## src/rtl/cpu_types_pkg.sv

```systemverilog
// Shared CPU types: register index and pipeline controller state encoding.
package cpu_types_pkg;

  typedef logic [4:0] regbits_t;

  typedef enum logic [1:0] {
    RUN      = 2'd0,
    MEM_WAIT = 2'd1,
    HALTED   = 2'd2
  } ctrl_state_t;

endpackage

```

## src/rtl/pipeline_controller_hazard_detect.sv

```systemverilog
// Load-use hazard compare between the load in ID/EX and the operands read in IF/ID.
import cpu_types_pkg::*;

module hazard_detect (
  input  logic     dREN_ex,
  input  logic     RegWr_ex,
  input  regbits_t wsel_ex,
  input  regbits_t rs_id,
  input  regbits_t rt_id,
  input  logic     uses_rt_id,
  output logic     load_use
);

  // $0 is hardwired, so a load targeting it never creates a dependency.
  always_comb begin
    load_use = dREN_ex & RegWr_ex & (wsel_ex != '0) &
               ((wsel_ex == rs_id) | (uses_rt_id & (wsel_ex == rt_id)));
  end

endmodule

```

## src/rtl/pipeline_controller.sv

```systemverilog
// Pipeline sequencer: latch enables/flushes, data-memory wait and halt FSM,
// stall counter and memory-timeout watchdog.
//   state    | meaning
//   RUN      | normal issue
//   MEM_WAIT | EX/MEM access outstanding, pipeline frozen
//   HALTED   | halt drained, everything frozen until reset
import cpu_types_pkg::*;

module pipeline_controller #(
  parameter int CNT_W    = 32,
  parameter int MAX_WAIT = 64
) (
  input  logic             CLK,
  input  logic             nRST,
  input  logic             ihit,
  input  logic             dhit,
  input  logic             dREN_mem,
  input  logic             dWEN_mem,
  input  logic             halt_mem,
  input  logic             dREN_ex,
  input  logic             RegWr_ex,
  input  regbits_t         wsel_ex,
  input  regbits_t         rs_id,
  input  regbits_t         rt_id,
  input  logic             uses_rt_id,
  input  logic             branch_taken_ex,
  output logic             pc_en,
  output logic             ifid_en,
  output logic             idex_en,
  output logic             exmem_en,
  output logic             memwb_en,
  output logic             ifid_flush,
  output logic             idex_flush,
  output logic             exmem_flush,
  output logic             memwb_flush,
  output logic             imemREN,
  output logic             halt,
  output logic [CNT_W-1:0] stall_cnt,
  output logic             mem_timeout
);

  localparam int WAIT_W = $clog2(MAX_WAIT) + 1;
  localparam logic [WAIT_W-1:0] WAIT_LAST = WAIT_W'(MAX_WAIT - 1);

  ctrl_state_t       state, state_next;
  logic [WAIT_W-1:0] wait_cnt;
  logic              back_stall;
  logic              load_use;

  hazard_detect u_hazard_detect (
    .dREN_ex    (dREN_ex),
    .RegWr_ex   (RegWr_ex),
    .wsel_ex    (wsel_ex),
    .rs_id      (rs_id),
    .rt_id      (rt_id),
    .uses_rt_id (uses_rt_id),
    .load_use   (load_use)
  );

  assign back_stall = (dREN_mem | dWEN_mem) & ~dhit;

  always_comb begin
    state_next  = state;
    pc_en       = 1'b0;
    ifid_en     = 1'b0;
    idex_en     = 1'b0;
    exmem_en    = 1'b0;
    memwb_en    = 1'b0;
    ifid_flush  = 1'b0;
    idex_flush  = 1'b0;
    exmem_flush = 1'b0;
    memwb_flush = 1'b0;
    imemREN     = (state != HALTED);

    if (state != HALTED) begin
      if (back_stall) begin
        // Bubble into MEM/WB so the frozen WB instruction is not written twice.
        memwb_flush = 1'b1;
        state_next  = MEM_WAIT;
      end else if (halt_mem) begin
        memwb_en    = 1'b1;
        exmem_flush = 1'b1;
        state_next  = HALTED;
      end else begin
        state_next = RUN;
        exmem_en   = 1'b1;
        memwb_en   = 1'b1;
        if (branch_taken_ex) begin
          pc_en      = 1'b1;
          ifid_flush = 1'b1;
          idex_flush = 1'b1;
        end else if (load_use) begin
          idex_flush = 1'b1;
        end else if (!ihit) begin
          ifid_flush = 1'b1;
          idex_en    = 1'b1;
        end else begin
          pc_en   = 1'b1;
          ifid_en = 1'b1;
          idex_en = 1'b1;
        end
      end
    end
  end

  always_ff @(posedge CLK or negedge nRST) begin
    if (!nRST) begin
      state       <= RUN;
      halt        <= 1'b0;
      stall_cnt   <= '0;
      wait_cnt    <= '0;
      mem_timeout <= 1'b0;
    end else begin
      state <= state_next;
      halt  <= (state_next == HALTED);

      if (!pc_en && (state != HALTED) && (stall_cnt != '1))
        stall_cnt <= stall_cnt + CNT_W'(1);

      if ((state == MEM_WAIT) && (state_next == MEM_WAIT)) begin
        if (wait_cnt != WAIT_LAST)
          wait_cnt <= wait_cnt + WAIT_W'(1);
      end else begin
        wait_cnt <= '0;
      end

      // Watchdog is observational only; sequencing keeps waiting on dhit.
      if ((state == MEM_WAIT) && (wait_cnt == WAIT_LAST) && !dhit)
        mem_timeout <= 1'b1;
    end
  end

endmodule

```

## config.mk

```make
export PLATFORM = sky130hd
export DESIGN_NAME = pipeline_controller
export DESIGN_NICKNAME = d
export VERILOG_FILES = /design/src/rtl/cpu_types_pkg.sv /design/src/rtl/pipeline_controller_hazard_detect.sv /design/src/rtl/pipeline_controller.sv
export SDC_FILE = /design/constraint.sdc
export NUM_CORES = 1
export LEC_CHECK = 0
export ABC_AREA = 0
export CAP_MARGIN = 20
export CORE_MARGIN = 5
export CORE_UTILIZATION = 42
export CTS_BUF_LIST = sky130_fd_sc_hd__clkbuf_16
export DETAILED_ROUTE_END_ITERATION = 8
export PLACE_DENSITY = 0.81
export SKIP_CTS_REPAIR_TIMING = 1
export SYNTH_ARGS = -nofsm -noshare
export SYNTH_HDL_FRONTEND = slang
export SYNTH_SLANG_ARGS = --single-unit
```

## constraint.sdc

```tcl
create_clock -name CLK -period 1.7 [get_ports CLK]
set_input_delay 0.255 -clock CLK [delete_from_list [all_inputs] [get_ports CLK]]
set_output_delay 0.255 -clock CLK [all_outputs]
set_load 0.05 [all_outputs]
```

==> results by group <==
Status
  – Status: finished, violations left
  – Failing checks: negative setup slack

Die
  – IO Count: 70
  – Initial Utilization: 42.9%
  – Die Span Y: 82.0 um
  – Cell Rows: 26
  – Total die area: about 6700 sq um
  – Core area: 5070 sq um
  – Die width: 82.0 um

Routing
  – DR top layer: met4
  – Post-DRT Antenna Nets: 0
  – Total number of vias: 2240
  – DR WL met2: 3.99 mm
  – Routed vias/inst: ~5.3
  – Starting DRT DRC Count: 70
  – Met1 Routed Length: 2.79 mm
  – DRC: 0
  – Total routed wirelength: 7.33 mm
  – Met3 Routed Length: approximately 290 um
  – Detailed Routing Iterations Pass 1: 4
  – Mean routed wirelength per cell: 17.2 um

Yosys
  – Register area share after synthesis: 49.4%
  – Largest family of logic cells by synthesized area: simple AND/OR/NAND/NOR gates
  – Syn_nets: 243
  – Ys async rst share: between 90% and 100%
  – Yosys Warn Count: 0
  – XOR/XNOR Fraction of Synth Area: approximately 17%
  – Distinct cells, synth: 35
  – Yosys reg bits: 43
  – Post-synthesis compound-gate area fraction: 4.13%
  – Mux contribution to synthesized area: 0.976%
  – Ys flop type: dfrtp_1
  – Post-Synth Adder-Cell Area: 1.15%
  – Post-Syn Area: between 2000 and 2500 sq um
  – Avg Cell Area, Syn: 10.1 sq um
  – Post-synth EDFFs: 0
  – Synth Instances: between 200 and 250
  – Synth Area in Simple Gates: between 20% and 30%

STA
  – Worst hold slack: around 370 ps
  – Maximum clock frequency: 463 MHz
  – Post-route setup slack: -461 ps
  – RSZ-0062 raised after global routing: true
  – Minimum clock period: around 2200 ps
  – Final period util: 127%
  – Final Hold Fails: 0
  – Slew HR: 66.5%
  – Tightest Pin Transition: approximately 500 ps
  – Final setup viols: 38
  – Max Slew Vio Count: 0
  – Clk_skew: 4.94 ps

GRT
  – Residual overflow from global routing: 0
  – Largest net degree at the start of global routing: 21
  – GRT Total Usage: 19.1%
  – Vias in the first global route: between 2000 and 2500
  – First-pass GRT wire length: 9.83 mm
  – Antenna violations before repair: 1

Placement
  – Port bufs: 69
  – Routability cong.: 0.803
  – Post-place setup slack: -1040 ps
  – Post-DP HPWL: 4.69 mm
  – Placed Area: 3450 sq um

Finish
  – Area growth, synth to finish: 84.2%
  – Layout fillers: just under 300
  – Layout cell share with drive strength beyond 1: a little under three fifths
  – Most frequent cells in the layout: 92 x buf_4, 26 x dfrtp_2, 19 x xor2_1
  – Most common cell after layout, fill and taps aside: buf_4
  – Fin nets: 382
  – Post-route cell area: 4010 sq um

Critical path
  – Reg-to-reg startpoint: state[0]
  – Worst EP required: 1900 ps
  – Worst reg-to-reg path cell count: 11
  – Critical Path AT: 2360 ps
  – Critical path launch point type: primary input
  – Crit-path max FO: 6
  – Setup crit end kind: register
  – Reg2Reg Setup Slack: -160 ps
  – Crit Path Category: in2reg
  – RR Endpoint: stall_cnt[19]

Clock network
  – Clk pin slew, worst setup/hold paths: roughly 60 ps
  – Clk_lat worst skew: roughly 280 ps
  – CTS tree: yes
  – CTS H-tree lvls: 2
  – Clk buf depth: 2
  – CTS Sinks: 43
  – Clock root cell: clkbuf_16
  – Cts bufs inserted: 5

Worst hold path
  – Hold Crit Class: in2reg
  – Hold path endpoint: state[0]
  – Worst min-delay path startpoint: dhit
  – Worst hold stages: 3

Power and ir drop
  – VDD IR-drop max: 0.00133 V
  – Pleak: approximately 0.002 uW
  – Pwr Density: 1090 nW/um^2
  – Total power draw: 4360 uW

Job
  – Max-cap check violation count: 0
==> synthesized netlist by cell type (all sizes together) (2+ instances only) <==
library cell / instances / area share (%)
nor2b: 4 / 1.1
nor3: 9 / 2.3
o21ai: 2 / 0.46
buf: 2 / 1.0
xor2: 20 / 8.0
ha: 2 / 1.1
dfrtp: 43 / 49
and2: 3 / 0.86
or2: 2 / 0.57
inv: 3 / 0.52
nand2: 13 / 2.2
o21a: 2 / 0.69
nor2: 29 / 5.0
and3: 12 / 3.4
nand3: 15 / 3.4
nor3b: 2 / 0.92
xnor2: 23 / 9.2
a31oi: 2 / 0.57
nand4: 14 / 4.0
==> report_power, final <==
group	total (uW)	internal [uW]	switching, uW	leakage [uW]
logic	2010	934	1080	0.00134
clock network	1090	693	397	0.0000838
registers	1250	1150	105	0.000543
total	4360	2780	1580	0.00197
==> logic make-up after synthesis <==
| group | count (synthesis) |
|---|---|
| buffers and inverters | 6 |
| adders and majority gates | 2 |
| xor gates and xnor gates | 43 |
| muxes | 2 |
| AOI/OAI and AO/OA | 12 |
| and+or+nand+nor | 107 |
| DFF | 43 |
==> flip-flops by register name (all words and copies together) (netlist names) <==
register,flops
halt,1
mem_timeout,1
stall_cnt,32
state,2
wait_cnt,7
==> metal layers <==
metal	vias up	global-route usage, %
met2	68	36.2
met4	0	3.99
met3	24	3.62
li1	1034	-
met5	-	0
met1	1114	22.0
==> final cells by class <==
type                    count  area, sq um  share of cell area [%]
well taps                  70         87.6                    2.18
inverters                   3         11.3                   0.281
multi-input cells         166         1370                    34.2
clock inverters             3         43.8                    1.09
diodes                      1         2.50                  0.0623
flip-flops and latches     43         1110                    27.6
clock buffers               5          125                    3.12
repair buffers            135         1260                    31.5
==> critical path, stage by stage <==
cell             delay (ps)
clkdlybuf4s50_1         450
xnor2_1                 240
a32oi_2                 160
o41ai_2                 370
buf_4                   200
buf_6                    90
nand4b_1                100
buf_6                   160
nor3_4                  150
xor2_1                  180
==> stage by stage <==
stage	setup TNS [ps]	cells	util, %
global route	-15960	426	79.1
finish	-14000	426	79.1
CTS	-25410	411	71.4
detailed placement	-34210	403	68.1
floorplan	-5920	215	-
global placement	-27930	403	68.1
==> how the worst max path moves through the flow <==
stage	startpoint	end	slack, ps	cells past startpoint
after floorplan	wsel_ex[3]	stall_cnt[13]	-290	9
after global placement	wsel_ex[3]	stall_cnt[1]	-850	8
after detailed placement	wsel_ex[3]	stall_cnt[1]	-1040	8
after CTS	wsel_ex[3]	stall_cnt[1]	-760	8
after global routing	rt_id[0]	stall_cnt[25]	-520	10
final	rt_id[0]	stall_cnt[25]	-460	10
Power figures use the tool's default switching activity.
==> edit (same flow settings) <==
Register the output `mem_timeout` once more, cleared by the reset; this adds one clock of latency there. The other outputs are not delayed to match.
--- a/src/rtl/pipeline_controller.sv
+++ b/src/rtl/pipeline_controller.sv
@@ -41,6 +41,8 @@
 
   localparam int WAIT_W = $clog2(MAX_WAIT) + 1;
   localparam logic [WAIT_W-1:0] WAIT_LAST = WAIT_W'(MAX_WAIT - 1);
+
+  logic mem_timeout_s0;
 
   ctrl_state_t       state, state_next;
   logic [WAIT_W-1:0] wait_cnt;
@@ -109,7 +111,7 @@
       halt        <= 1'b0;
       stall_cnt   <= '0;
       wait_cnt    <= '0;
-      mem_timeout <= 1'b0;
+      mem_timeout_s0 <= 1'b0;
     end else begin
       state <= state_next;
       halt  <= (state_next == HALTED);
@@ -126,7 +128,15 @@
 
       // Watchdog is observational only; sequencing keeps waiting on dhit.
       if ((state == MEM_WAIT) && (wait_cnt == WAIT_LAST) && !dhit)
-        mem_timeout <= 1'b1;
+        mem_timeout_s0 <= 1'b1;
+    end
+  end
+
+  always_ff @(posedge CLK or negedge nRST) begin
+    if (!nRST) begin
+      mem_timeout <= '0;
+    end else begin
+      mem_timeout <= mem_timeout_s0;
     end
   end
 
Check against the original RTL: no difference found for any inputs over 10 cycles, from zero or initial values and one cycle with nRST low; that may be too few to reach the edited logic, so the function may still have changed.
==> edit against the original RTL <==
- the flow still finishes with violations (setup timing)
- critical path depth decreased by 3
- sequential cell count is 1 higher
- routed wire length grew 18%
- register-to-register slack lost 0.36 ns
- cell area up 8.3%
- area after synthesis is 5.1% higher
- power is 6.1% higher
- count of clock-buffer cells in the layout stayed put
- synthesized cell count up 2.8%
- worst setup slack got worse by 0.061 ns
- critical endpoint is now stall_cnt[1]
- highest routed layer unchanged
==> edit: results (changes against the original RTL) <==
grt_use_met3_pct: 4.54  # +0.92 points
place_congestion: 0.803  # about the same
synth.area.mux_share_pct: 0.929  # -0.047 points
wl_met2_um: 4670  # +17%
critPathLaunchType: "flop"
setup_viol: 39  # +2.6%
violations: "setup timing"
hold-path-endpoint: "mem_timeout"
drtIter0Drc: 156  # +120%
grt_pass1_vias: 2155  # -2.0%
critPathSlowestCell: "nor3_2"
crit_family: "simple AND/OR/NAND/NOR gates"
status: "complete, but fails checks"
holdPathStages: 0  # -3
detailroute.via_count: 2414  # +7.8%
vdd_drop_max_mv: 1.32  # -0.64%
hp-start: "mem_timeout_s0"
dr_wl_met3_um: 410  # +43%
pwr-share-seq_pct: 27.6  # -1.2 points
use_met2_pct: 30.3  # -5.9 points
setup_slack_ns: -0.522  # -0.0612 ns
worstMarginPinSlew_ns: 0.485  # -0.0143 ns
setup_tns_ns: -13.26  # +0.744 ns
synth.distinct_cells: 38  # +8.6%
num-nets-final: 398  # +4.2%
grt_max_degree: 45  # +110%
-- edit: cell count changes after synthesis, moves of 3 or more --
cell / before / now
nor2_1: 29 / 19
nand3_1: 15 / 19
and4_1: 1 / 4
and2_1: 3 / 6
xor2_1: 20 / 14
xnor2_1: 23 / 30
-- edit: metrics by stage --
stage | setup WS, ns | cells | total power [uW] | utilization (%)
after detailed placement | -0.804 | 415 | 3090 | 68.8
after floorplan | -0.334 | 221 | 2320 | -
after global placement | -0.685 | 415 | 3040 | 68.8
after global routing | -0.591 | 441 | 4760 | 83.5
final | -0.522 | 441 | 4630 | 83.5
after CTS | -0.764 | 423 | 4010 | 71.5
-- edit: final cells by class --
class                   count  area (um^2)  area share, %
flip-flops and latches     44         1110           25.7
clock inverters             3         13.8          0.317
multi-input cells         170         1590           36.6
repair buffers            147         1410           32.4
well taps                  70         87.6           2.02
clock buffers               5          125           2.88
inverters                   2         7.51          0.173
